### config.mk
export PLATFORM = sky130hd
export DESIGN_NAME = mem_access_arbiter
export DESIGN_NICKNAME = d
export VERILOG_FILES = /design/src/rtl/mem_ctrl_pkg.sv /design/src/rtl/rr_arbiter_2.sv /design/src/rtl/mem_access_arbiter.sv
export SDC_FILE = /design/constraint.sdc
export NUM_CORES = 1
export LEC_CHECK = 0
export CORE_AREA = 2 2 118 120
export DETAILED_ROUTE_END_ITERATION = 10
export DIE_AREA = 0 0 120 122
export DONT_BUFFER_PORTS = 1
export MAX_ROUTING_LAYER = met4
export PLACE_DENSITY_LB_ADDON = 0.2
export SLEW_MARGIN = 40
export SYNTH_ARGS = -nofsm -noshare
export SYNTH_HDL_FRONTEND = slang
export SYNTH_SLANG_ARGS = --single-unit
export TNS_END_PERCENT = 5
### constraint.sdc
create_clock -name clk_i -period 4.1 [get_ports clk_i]
set_clock_uncertainty 0.05 [all_clocks]
set_input_delay 0.82 -clock clk_i [delete_from_list [all_inputs] [get_ports clk_i]]
set_output_delay 0.82 -clock clk_i [all_outputs]
set_load 0.05 [all_outputs]
### src/rtl/mem_ctrl_pkg.sv
// Shared types and defaults for the data-memory access arbiter.
package mem_ctrl_pkg;
  typedef enum logic [1:0] {IDLE, ACCESS, DONE} state_e;

  localparam int WORD_BYTES   = 4;
  localparam int MEM_BYTES_DEF = 32;
  localparam int WAIT_CYC_DEF  = 1;
  localparam int CNT_W         = 4;
endpackage

### src/rtl/rr_arbiter_2.sv
// Two-way round-robin pick; priority flips to the other port after each served access.
module rr_arbiter_2 (
  input  logic       clk_i,
  input  logic       rst_i,
  input  logic [1:0] req,
  input  logic       updEn,
  input  logic       updOwner,
  output logic       pick,
  output logic       anyReq
);
  logic prioQ;

  assign anyReq = |req;
  assign pick   = (req[0] && req[1]) ? prioQ : req[1];

  always_ff @(posedge clk_i or negedge rst_i) begin
    if (!rst_i)     prioQ <= 1'b0;
    else if (updEn) prioQ <= ~updOwner;
  end
endmodule

### src/rtl/mem_access_arbiter.sv
// Arbitrates two requesters onto a single-port byte memory with word access,
// alignment/range rejection and a programmable number of wait states.
module mem_access_arbiter
  import mem_ctrl_pkg::*;
#(
  parameter int MEM_BYTES = MEM_BYTES_DEF,
  parameter int WAIT_CYC  = WAIT_CYC_DEF
) (
  input  logic        clk_i,
  input  logic        rst_i,
  input  logic        m0_req_i,
  input  logic        m0_we_i,
  input  logic [31:0] m0_addr_i,
  input  logic [31:0] m0_wdata_i,
  output logic        m0_gnt_o,
  output logic        m0_done_o,
  output logic        m0_err_o,
  output logic [31:0] m0_rdata_o,
  input  logic        m1_req_i,
  input  logic        m1_we_i,
  input  logic [31:0] m1_addr_i,
  input  logic [31:0] m1_wdata_i,
  output logic        m1_gnt_o,
  output logic        m1_done_o,
  output logic        m1_err_o,
  output logic [31:0] m1_rdata_o,
  output logic [31:0] mem_addr_o,
  output logic [31:0] mem_wdata_o,
  output logic        mem_write_o,
  output logic        mem_read_o,
  input  logic [31:0] mem_rdata_i,
  output logic        busy_o
);
  localparam logic [31:0] LAST_ADDR = 32'(MEM_BYTES - WORD_BYTES);

  state_e state, stateNxt;
  logic pick, anyReq;
  logic selWe, selBad;
  logic [31:0] selAddr, selWdata;
  logic ownerQ, weQ, errHold, memWrQ, memRdQ;
  logic [31:0] addrQ, wdataQ;
  logic [CNT_W-1:0] cnt;
  logic [1:0] gntQ, doneQ, errQ;
  logic [1:0][31:0] rdataQ;

  rr_arbiter_2 uArb (
    .clk_i   (clk_i),
    .rst_i   (rst_i),
    .req     ({m1_req_i, m0_req_i}),
    .updEn   (state == DONE && !errHold),
    .updOwner(ownerQ),
    .pick    (pick),
    .anyReq  (anyReq)
  );

  assign selWe    = pick ? m1_we_i    : m0_we_i;
  assign selAddr  = pick ? m1_addr_i  : m0_addr_i;
  assign selWdata = pick ? m1_wdata_i : m0_wdata_i;
  assign selBad   = (selAddr[1:0] != 2'b00) || (selAddr > LAST_ADDR);

  // A rejected request spends its gnt cycle in DONE with errHold set, so the
  // done/err pulse lands in the cycle after gnt, like the shortest legal access.
  always_comb begin
    stateNxt = state;
    case (state)
      IDLE:    if (anyReq) stateNxt = selBad ? DONE : ACCESS;
      ACCESS:  if (cnt == '0) stateNxt = DONE;
      DONE:    if (!errHold) stateNxt = IDLE;
      default: stateNxt = IDLE;
    endcase
  end

  always_ff @(posedge clk_i or negedge rst_i) begin
    if (!rst_i) begin
      state   <= IDLE;
      ownerQ  <= 1'b0;
      weQ     <= 1'b0;
      addrQ   <= '0;
      wdataQ  <= '0;
      cnt     <= '0;
      errHold <= 1'b0;
      memWrQ  <= 1'b0;
      memRdQ  <= 1'b0;
      gntQ    <= '0;
      doneQ   <= '0;
      errQ    <= '0;
      rdataQ  <= '0;
    end else begin
      state  <= stateNxt;
      gntQ   <= '0;
      doneQ  <= '0;
      errQ   <= '0;
      memWrQ <= 1'b0;
      case (state)
        IDLE: if (anyReq) begin
          ownerQ     <= pick;
          weQ        <= selWe;
          addrQ      <= selAddr;
          wdataQ     <= selWdata;
          cnt        <= CNT_W'(WAIT_CYC);
          errHold    <= selBad;
          gntQ[pick] <= 1'b1;
          if (!selBad) begin
            memRdQ <= !selWe;
            memWrQ <= selWe && (WAIT_CYC == 0);
          end
        end
        ACCESS: begin
          if (cnt == '0) begin
            memRdQ        <= 1'b0;
            doneQ[ownerQ] <= 1'b1;
            if (!weQ) rdataQ[ownerQ] <= mem_rdata_i;
          end else begin
            cnt    <= cnt - 1'b1;
            // single write strobe, aligned with the last ACCESS cycle
            memWrQ <= weQ && (cnt == CNT_W'(1));
          end
        end
        DONE: if (errHold) begin
          errHold       <= 1'b0;
          doneQ[ownerQ] <= 1'b1;
          errQ[ownerQ]  <= 1'b1;
        end
        default: ;
      endcase
    end
  end

  assign m0_gnt_o    = gntQ[0];
  assign m1_gnt_o    = gntQ[1];
  assign m0_done_o   = doneQ[0];
  assign m1_done_o   = doneQ[1];
  assign m0_err_o    = errQ[0];
  assign m1_err_o    = errQ[1];
  assign m0_rdata_o  = rdataQ[0];
  assign m1_rdata_o  = rdataQ[1];
  assign mem_addr_o  = addrQ;
  assign mem_wdata_o = wdataQ;
  assign mem_write_o = memWrQ;
  assign mem_read_o  = memRdQ;
  assign busy_o      = (state != IDLE);
endmodule

-- Word level (Yosys, flattened, before mapping)
Cells that the tools add are included.
- register bits after elaboration: 146
- input bits: 166
- output and inout port bits: 137
- word-level logic and storage cells: 85
- $add $sub $neg: 1
- order comparisons: 5
- equality and inequality tests: 8
- mux-type cells: 33
- bitwise operators: 2
- reduce and logical (&&, ||, !) cells: 21
- operators with widths (kind ; number):
    32-bit two-way mux ; 3
    64-bit bitwise mux ; 1
    32-bit demux with 1-bit select ; 1
    32-bit by 5-bit > comparator with 1-bit output, second input constant ; 1
    2-bit two-way mux ; 9
    1-bit two-way mux ; 10
    2-bit inequality test, second input constant ; 5
    3-bit AND reduction ; 3
    4-bit two-way mux ; 2
    4-bit case mux with 2 select lines ; 1
    2-bit nonzero test ; 4
    2-bit case mux with 3 select lines ; 1
    1-bit logical AND ; 5
    4-bit by 1-bit equality test with 1-bit output, second input constant ; 1
    4-bit logical NOT ; 1
    1-bit by 2-bit < comparator with 1-bit output, second input constant ; 2
    1-bit case mux with 2 select lines ; 2
    2-bit case mux with 2 select lines ; 1
    2-bit AND reduction ; 2
    4-bit AND reduction ; 1
    4-bit by 1-bit subtractor with 4-bit output, second input constant ; 1
    1-bit demux with 1-bit select ; 2
    2-bit by 1-bit equality test with 1-bit output, second input constant ; 1
    2-bit equality test, second input constant ; 1
    other kinds (6) ; 9

-- Logic depth before layout (Yosys ltp)
Gate-level depths: netlist (run 1).
- word-level depth: 8
- mapped depth: 8
- mapped depth without buffers: 7

-- Hierarchy
Synthesis (run 1) repeated with hierarchy kept, for this count alone.
- cells, all modules: 546
- area, all modules: 6518.8 µm²
- by module, submodules not included (module ; times used ; cells each ; area each (µm²) ; sequential area each (µm²)):
    mem_access_arbiter ; 1 ; 540 ; 6467.5 ; 3628.5
    rr_arbiter_2 ; 1 ; 6 ; 51.3 ; 25.0

-- Worst setup path after synthesis (run 1)
Ideal clock, no wire load.
- kind: register to output
- start: reg state[0]
- end: out busy_o
- arrival time: 1.357 ns
- required time: 3.230 ns
- setup slack: 1.873 ns
- cell stages (with the launch flop): 5
- buffers on the path: 1
- cell sequence: dfrtp_1 -> inv_1 -> ha_1 -> inv_1 -> clkbuf_1
- cells in the longest elaborated chain, start to end: 1
- RTL lines (item ; RTL line ; text):
    start: declaration ; mem_access_arbiter.sv:36 ; state_e state, stateNxt;
    start signal: assignment ; mem_access_arbiter.sv:89 ; state <= stateNxt;
    2-bit nonzero test ; mem_access_arbiter.sv:141 ; assign busy_o = (state != IDLE);
    end: declaration ; mem_access_arbiter.sv:32 ; output logic busy_o
No other way between the ends.

-- Worst setup path in the final report (run 1)
Ends and elaborated chain as after synthesis.

==> results of run 1 <==
## through the flow
| step | utilization (%) | setup WS, ps | cell area, µm² | hold WS (ps) | power, W |
|---|---|---|---|---|---|
| after floorplan | - | 1870 | 6350 | 413 | 0.00384 |
| after global placement | 48.0 | 1580 | 6480 | 463 | 0.00410 |
| after detailed placement | 48.0 | 1600 | 6480 | 477 | 0.00413 |
| after CTS | 52.7 | 1360 | 7110 | 29.0 | 0.00576 |
| after global routing | 52.7 | 1260 | 7110 | 21.8 | 0.00597 |
| final | 52.7 | 1390 | 7110 | 56.5 | 0.00569 |
## worst max-delay path by stage
stage / start / endpoint / depth (start not counted)
after floorplan: state[0] / busy_o / 4
after global placement: m0_addr_i[25] / mem_read_o / 5
after detailed placement: m0_addr_i[25] / mem_read_o / 5
after CTS: state[0] / busy_o / 4
after global routing: state[0] / busy_o / 4
final: state[0] / busy_o / 4
## power groups by stage
stage | logic, W | registers (W) | clock network, W
6_report | 0.000765 | 0.00332 | 0.00161
5_1_grt | 0.000894 | 0.00335 | 0.00172
4_1_cts | 0.000780 | 0.00333 | 0.00165
3_5_place_dp | 0.000787 | 0.00335 | 0
3_3_place_gp | 0.000748 | 0.00335 | 0
2_1_floorplan | 0.000624 | 0.00322 | 0
## area by class of cell
type                       instances  area share [%]
timing repair buffer               7           0.739
multi-input combinational        359            35.4
clock buffer                      19            6.23
sequential                       146            51.4
inverter                           9           0.475
clock inverter                    13            2.57
tap                              180            3.17
## Yosys cell counts, drive strengths merged (4+ instances only)
master	instances
mux2i	35
o21ai	71
nor4	13
clkbuf	14
dfrtp	146
nor2	10
nand4	4
nand2	84
a22oi	32
mux2	66
and3	5
buf	18
a21oi	4
nor3	10
inv	9
ha	6
## worst max-delay path, stage by stage, from the launching register on
cell and delay [ps]:
dfrtp_1 400, inv_1 90, ha_1 470, inv_1 150, buf_4 300
## logic make-up (layout without fill, tap and decap cells)
logic type,count (synthesis),after routing,synth area share (%)
AO/OA/AOI/OAI,116,116,10.9
adder cells (fa/ha/maj),6,6,1.18
buffers and inverters,41,48,3.09
flip-flops,146,146,57.5
multiplexers,101,101,17.2
AND/OR/NAND/NOR,136,136,10.1
## registers in the layout, summed over array words and instances (netlist names)
register and flops:
cnt 4, doneQ 2, errHold 1, errQ 2, gntQ 2, m0_rdata_o 32, m1_rdata_o 32, mem_addr_o 32
mem_read_o 1, mem_wdata_o 32, mem_write_o 1, ownerQ 1, state 2, uArb.prioQ 1, weQ 1
## per-layer routing
| metal | global-route usage (%) | vias up | part of all wire, % | wire (µm) |
|---|---|---|---|---|
| met3 | 7.30 | 24 | 9.0 | 1360 |
| met1 | 24.1 | 2049 | 39 | 5800 |
| met2 | 35.0 | 214 | 50 | 7570 |
| li1 | - | 1944 | - | - |
| met5 | - | - | 0 | 0 |
| met4 | 8.90 | 0 | 2.1 | 323 |
==> results_dict.tcl, run 1 <==
set metrics [dict create \
    status "finished clean" \
    synth_nets 718 \
    gr-usage-all-layers_pct 21.4 \
    cts_tree "done" \
    fin_cells 733 \
    cp.arrival_ps 1840 \
    combinationalPowerShare_pct 13.4 \
    fmax_mhz 369 \
    cts_buffer_depth 2 \
    yosysTopAreaCell "dfrtp_1" \
    routabilityCongestion 0.862 \
    cts_made_buffers 17 \
    hpwlAfterDp_um 11100 \
    synth_edf_count 0 \
    p_sw_w 0.00259 \
    crit_path_start_kind "flip-flop" \
    ios 303 \
    most-common-layout-cells "dfrtp_1, nand2_1, o21ai_0, mux2_2, mux2i_1" \
    grt_pass1_wl_um 23100 \
    detail_route.iter0.violations 219 \
    syn_area_um2 6350 \
    yosysTopAreaCellShare_pct 57.5 \
    layout.nets 712 \
    swShare_pct 45.6 \
    seqPwrFrac_pct 58.3 \
    post_synth_num_cell_types 39 \
    grt_setup_unrepaired "no" \
    grt_antenna_before_repair 0 \
    ant_nets 0 \
    clkTransAtPathRegs_ps 60 \
    first_global_vias 4359 \
    vias 4231 \
    r2r_cells 7 \
    hold_violations 0 \
    power.density_nw_per_um2 800 \
    hold_class "in2async" \
    port_buffers 0 \
    setup_viol 0 \
    drc 0 \
    timing.rr.end "m1_rdata_o[28]" \
    postCtsSetupBuffers 0 \
    async_reset_ff_share_pct 100 \
    required_ps 3230 \
    seq_area_frac_synth_pct 57.5 \
    setup_tns_ps 0 \
    path_max_fanout 33 \
    crit-reg2reg-launch "cnt[0]" \
    grt_max_degree 147 \
    die_w_um 120 \
    post-route-period-util_pct 66.0 \
    synth_area_leaders "dfrtp_1, mux2_2, mux2i_1, o21ai_0, nand2_1" \
    crit_path_end_kind "output pin" \
    tightest_slew_ps 793 \
    hold_buffers 0 \
    area_growth_pct 11.9 \
    detail_route.wl_per_cell_um 20.5 \
    htreeDepth 4 \
    max-cap-violations 0 \
    ir_worst_vdd_v 0.000431 \
    globalRouteOverflowTotal 0 \
    post_cts_resize_count 0 \
    diodes 0 \
    mostFrequentLayoutCell "dfrtp_1" \
    ys.flop_type "dfrtp_1" \
    viasPerCell 5.77 \
    synthCells 546 \
    root_buffer "clkbuf_16" \
    yosys_warnings 0 \
    multi_input_area_um2 2520 \
    clock_latency_ps 410 \
    die_h_um 122 \
    leakagePower_nw 3.30 \
    dr.pass1.iters 4 \
    routed_wl_um 15100 \
    p_int_w 0.00310 \
    drive_gt1_share_pct 20.3 \
    placedCellCount 701 \
    rows 43 \
    dieArea_um2 14600 \
    clkPwrFrac_pct 28.3 \
    report.final.slew_viol_count 0 \
    fp.coreArea_um2 13500 \
    numClockSinks 146 \
    regArea_um2 3650 \
    avgSynthCellArea_um2 11.6 \
    fin_crit_ps 2710 \
    start_util_pct 47.0 \
    slew_headroom_pct 47.0 \
    reg2reg_slack_ps 1650 \
    synth-seq-cells 146 \
    worstSetupPathType "reg2out" \
    num-fill-cells 1171 \
]
(Power assumes the default switching activity.)
==> run 2, diff against run 1 <==
==> constraint.sdc (replaced) <==
create_clock -name clk_i -period 2.4 [get_ports clk_i]
set_clock_uncertainty 0.05 [all_clocks]
set_input_delay 0.48 -clock clk_i [delete_from_list [all_inputs] [get_ports clk_i]]
set_output_delay 0.48 -clock clk_i [all_outputs]
set_load 0.05 [all_outputs]
==> results_dict.tcl, run 2 (same netlist as run 1, synthesis figures left out) <==
set metrics [dict create \
    status "finished with violations" \
    violations "negative hold slack" \
    fin_crit_ps 2190 \
    die_h_um 122 \
    routed_wl_um 15200 \
    max-cap-violations 0 \
    power.density_nw_per_um2 1360 \
    fp.coreArea_um2 13500 \
    hpwlAfterDp_um 11200 \
    drive_gt1_share_pct 20.7 \
    first_global_vias 4380 \
    crit_path_end_kind "output pin" \
    crit_path_start_kind "flip-flop" \
    path_max_fanout 33 \
    setup_viol 0 \
    detail_route.wl_per_cell_um 20.7 \
    cts_tree "done" \
    cts_buffer_depth 2 \
    whs_ps -279 \
    crit_buf_inv 3 \
    seqPwrFrac_pct 57.8 \
    die_w_um 120 \
    start_util_pct 47.0 \
    globalRouteOverflowTotal 0 \
    dieArea_um2 14600 \
    port_buffers 0 \
    ir_worst_vdd_v 0.000790 \
    cp_top_family "buffers and inverters" \
    dr.pass1.iters 4 \
    gr-usage-all-layers_pct 21.2 \
    root_buffer "clkbuf_16" \
    grt_antenna_before_repair 0 \
    ant_nets 0 \
    required_ps 1870 \
    combinationalPowerShare_pct 13.6 \
    power.total_w 0.00979 \
    htreeDepth 4 \
    report.final.slew_viol_count 0 \
    grt_pass1_wl_um 23100 \
    routabilityCongestion 0.865 \
    leakagePower_nw 3.33 \
    post-route-util_pct 53.1 \
    mostFrequentLayoutCell "dfrtp_1" \
    numClockSinks 146 \
    detail_route.iter0.violations 215 \
    tightest_slew_ps 654 \
    cts_made_buffers 17 \
    vias 4285 \
    p_int_w 0.00534 \
    cp.arrival_ps 1660 \
    ios 303 \
    hold_class "in2async" \
    clkTransAtPathRegs_ps 60 \
    fin_cells 735 \
    placedCellCount 703 \
    layout.nets 714 \
    area_growth_pct 12.9 \
    slew_headroom_pct 56.0 \
    hold_violations 146 \
    grt_setup_unrepaired "no" \
    crit_top_cell "inv_1" \
    most-common-layout-cells "dfrtp_1, nand2_1, o21ai_0, mux2_2, mux2i_1" \
    crit_chain "inv_1 -> ha_2 -> inv_1 -> buf_4" \
    p_sw_w 0.00445 \
    drc 0 \
    setup_tns_ps 0 \
    cp_slowest_cell "dfrtp_1" \
    fmax_mhz 456 \
    diodes 0 \
    swShare_pct 45.4 \
    viasPerCell 5.83 \
    clkPwrFrac_pct 28.5 \
    grt_max_degree 147 \
    clock_latency_ps 400 \
    rows 43 \
    slowest_delay_ps 400 \
    worstSetupPathType "reg2out" \
    post-route-period-util_pct 91.4 \
]
-- run 2: through the flow --
step	instance area [µm²]	worst slack, ps	hold WS, ps
2_1_floorplan	6350	465	134
3_3_place_gp	6540	157	137
3_5_place_dp	6540	178	137
4_1_cts	7170	20.3	-304
5_1_grt	7180	66.7	-308
6_report	7180	206	-279
-- run 2: area by class of cell --
class,instances,area [µm²]
clock buffer,20,457
clock inverter,12,179
fill,1175,6330
inverter,9,33.8
multi-input combinational,359,2520
sequential,146,3650
tap,180,225
timing repair buffer,9,105
-- run 2: layer usage --
| layer | vias to the layer above | track usage, % | share of wire [%] |
|---|---|---|---|
| met2 | 224 | 33.6 | 50 |
| li1 | 1946 | - | - |
| met1 | 2082 | 24.0 | 38 |
| met5 | - | - | 0 |
| met4 | 0 | 9.85 | 2.9 |
| met3 | 33 | 7.91 | 9.7 |
-- run 2: worst reg2reg max path, stage by stage, from the launching register on --
cell	delay [ps]
dfrtp_1	430
inv_1	140
ha_1	190
nor3b_4	290
nand2_2	140
nor3_4	160
buf_12	220
mux2_2	400
-- run 2: repair_timing --
item,CTS,global route
buffers inserted,0,0
endpoints found under the hold margin,146,146
setup endpoints to repair,0,1
resized for setup,0,1
-- run 2: worst paths after layout --
path	cells after the start	slack [ps]	startpoint	end
worst max-delay path	4	210	state[0]	busy_o
worst min-delay path	0	-280	rst_i	m0_rdata_o[31]
worst max register to register	7	260	cnt[0]	m0_rdata_o[6]
worst min register to register	2	490	state[1]	state[1]
max in group asynchronous	0	2230	rst_i	cnt[1]
min in group clk_i	1	160	mem_rdata_i[28]	m1_rdata_o[28]
-- run 2: power groups by stage --
stage / logic (W) / clock network (W) / registers [W]
global placement: 0.00127 / 0 / 0.00572
floorplan: 0.00107 / 0 / 0.00550
detailed placement: 0.00135 / 0 / 0.00572
global route: 0.00155 / 0.00297 / 0.00573
finish: 0.00134 / 0.00279 / 0.00566
CTS: 0.00134 / 0.00287 / 0.00568
==> run 3, diff against run 2 <==
--- a/config.mk
+++ b/config.mk
@@ -5,14 +5,15 @@
 export SDC_FILE = /design/constraint.sdc
 export NUM_CORES = 1
 export LEC_CHECK = 0
-export CORE_AREA = 2 2 118 120
+export CORE_AREA = 2 2 119 121
 export DETAILED_ROUTE_END_ITERATION = 10
-export DIE_AREA = 0 0 120 122
+export DIE_AREA = 0 0 121 123
 export DONT_BUFFER_PORTS = 1
 export MAX_ROUTING_LAYER = met4
 export PLACE_DENSITY_LB_ADDON = 0.2
 export SLEW_MARGIN = 40
 export SYNTH_ARGS = -nofsm -noshare
 export SYNTH_HDL_FRONTEND = slang
+export SYNTH_HIERARCHICAL = 1
 export SYNTH_SLANG_ARGS = --single-unit
 export TNS_END_PERCENT = 5
==> results_dict.tcl, run 3 <==
set metrics [dict create \
    numClockSinks 146 \
    drc 0 \
    synth-seq-cells 146 \
    post-route-util_pct 53.9 \
    detail_route.iter0.violations 206 \
    drive_gt1_share_pct 19.6 \
    path_max_fanout 32 \
    vias 4181 \
    syn_area_um2 6520 \
    cts_tree "done" \
    seq_area_frac_synth_pct 56.0 \
    post_synth_num_cell_types 41 \
    netlist_top_cells_count "dfrtp_1, nand2_1, o21ai_0" \
    grt_max_degree 147 \
    routed_wl_um 15800 \
    root_buffer "clkbuf_16" \
    max-cap-violations 0 \
    synth_most_common_cell "dfrtp_1" \
    top_layer_used "met4" \
    status "finished with violations" \
    post-route-period-util_pct 93.9 \
    num-fill-cells 1170 \
    dieArea_um2 14900 \
    slew_headroom_pct 57.6 \
    fmax_mhz 444 \
    power.density_nw_per_um2 1320 \
    post_cts_resize_count 0 \
    clock_latency_ps 410 \
    synth_nets 718 \
    report.final.slew_viol_count 0 \
    postCtsSetupBuffers 0 \
    hold_violations 146 \
    required_ps 2640 \
    wl_met1_um 6200 \
    viasPerCell 5.68 \
    grt_antenna_before_repair 0 \
    tightest_slew_ps 636 \
    setup_ws_ps 146 \
    htreeDepth 4 \
    grt_pass1_wl_um 23100 \
    rows 43 \
    yosysTopAreaCellShare_pct 56.0 \
    avgSynthCellArea_um2 11.9 \
    setup_viol 0 \
    gr-usage-all-layers_pct 21.0 \
    async_reset_ff_share_pct 100 \
    cp.arrival_ps 2500 \
    mostFrequentLayoutCell "dfrtp_1" \
    first_global_vias 4092 \
    crit_path_end_kind "flip-flop" \
    fin_cells 736 \
    most-common-layout-cells "dfrtp_1, nand2_1, o21ai_0, mux2i_1, mux2_2" \
    crit_path_start_kind "flip-flop" \
    routabilityCongestion 0.801 \
    setup_tns_ps 0 \
    final_area_um2 7330 \
    grt_setup_unrepaired "no" \
    yosysTopAreaCell "dfrtp_1" \
    die_h_um 123 \
    leakagePower_nw 3.49 \
    worstSetupPathType "reg2reg" \
    area_growth_pct 12.5 \
    ant_nets 0 \
    wl_met3_um 1620 \
    detail_route.wl_per_cell_um 21.5 \
    port_buffers 0 \
    diodes 0 \
    synth_edf_count 0 \
    cts_buffer_depth 2 \
    route.met2.wl_um 7760 \
    fp.coreArea_um2 13600 \
    cts_made_buffers 17 \
    place_ws_ps 156 \
    fin_crit_ps 2250 \
    synthCells 546 \
    ir_worst_vdd_v 0.000622 \
    synth_area_leaders "dfrtp_1, mux2i_1, mux2_4, o21ai_0, mux2_2" \
    hpwlAfterDp_um 11900 \
    hold_class "in2async" \
    placedCellCount 705 \
    die_w_um 121 \
    clkTransAtPathRegs_ps 60 \
    dr.pass1.iters 4 \
    ys.flop_type "dfrtp_1" \
    start_util_pct 47.9 \
    layout.nets 716 \
    postPlaceCellArea_um2 6740 \
    whs_ps -289 \
    violations "negative hold slack" \
    ios 303 \
    globalRouteOverflowTotal 0 \
    yosys_warnings 6 \
]
-- run 3: worst max-delay path, cell delays in order (launching register included) --
cell     delay (ps)
dfrtp_1         410
inv_1           110
ha_1            190
nor3b_4         290
nand2_2          80
or3_2           450
buf_12          210
mux2_4          320
-- run 3: metrics by stage --
| step | power (W) | hold WS, ps |
|---|---|---|
| finish | 0.00964 | -289 |
| global route | 0.0101 | -312 |
| CTS | 0.00973 | -307 |
| detailed placement | 0.00708 | 138 |
| global placement | 0.00702 | 137 |
| floorplan | 0.00654 | 134 |
-- run 3: where the power goes --
group	switching (W)	internal [W]	leakage [nW]	total, W
Combinational	0.000797	0.000538	1.38	0.00133
Clock	0.00101	0.00164	0.285	0.00264
Sequential	0.00262	0.00304	1.83	0.00567
Total	0.00443	0.00522	3.49	0.00964
-- run 3: final timing paths --
kind | startpoint | endpoint | slack [ps] | cells past startpoint
max | cnt[1] | m1_rdata_o[22] | 150 | 7
min | rst_i | m1_rdata_o[22] | -290 | 0
max reg2reg | cnt[1] | m1_rdata_o[22] | 150 | 7
min reg2reg | state[0] | state[0] | 490 | 2
max in group asynchronous | rst_i | weQ | 2440 | 0
min in group clk_i | mem_rdata_i[6] | m0_rdata_o[6] | 160 | 1
-- run 3: metal layers --
metal  GRT usage [%]  up-vias
met5               -        -
met2            32.9      228
li1                -     1916
met1            24.9     2016
met3            7.98       21
met4            7.56        0
-- run 3: cell families after synthesis --
family,count (synthesis),synth area share [%]
buffers and inverters,40,2.94
adders and majority gates,6,1.15
DFF,146,56.0
muxes,130,22.9
and+or+nand+nor,130,9.25
AOI/OAI and AO/OA,94,7.70
-- run 3: layout make-up --
cell class,instances,area [µm²],share of cell area [%]
inverters,8,30.0,0.410
clock inverters,12,158,2.15
flip-flops and latches,146,3650,49.8
clock buffers,19,433,5.90
multi-input cells,360,2700,36.8
repair buffers,11,133,1.81
well taps,180,225,3.07
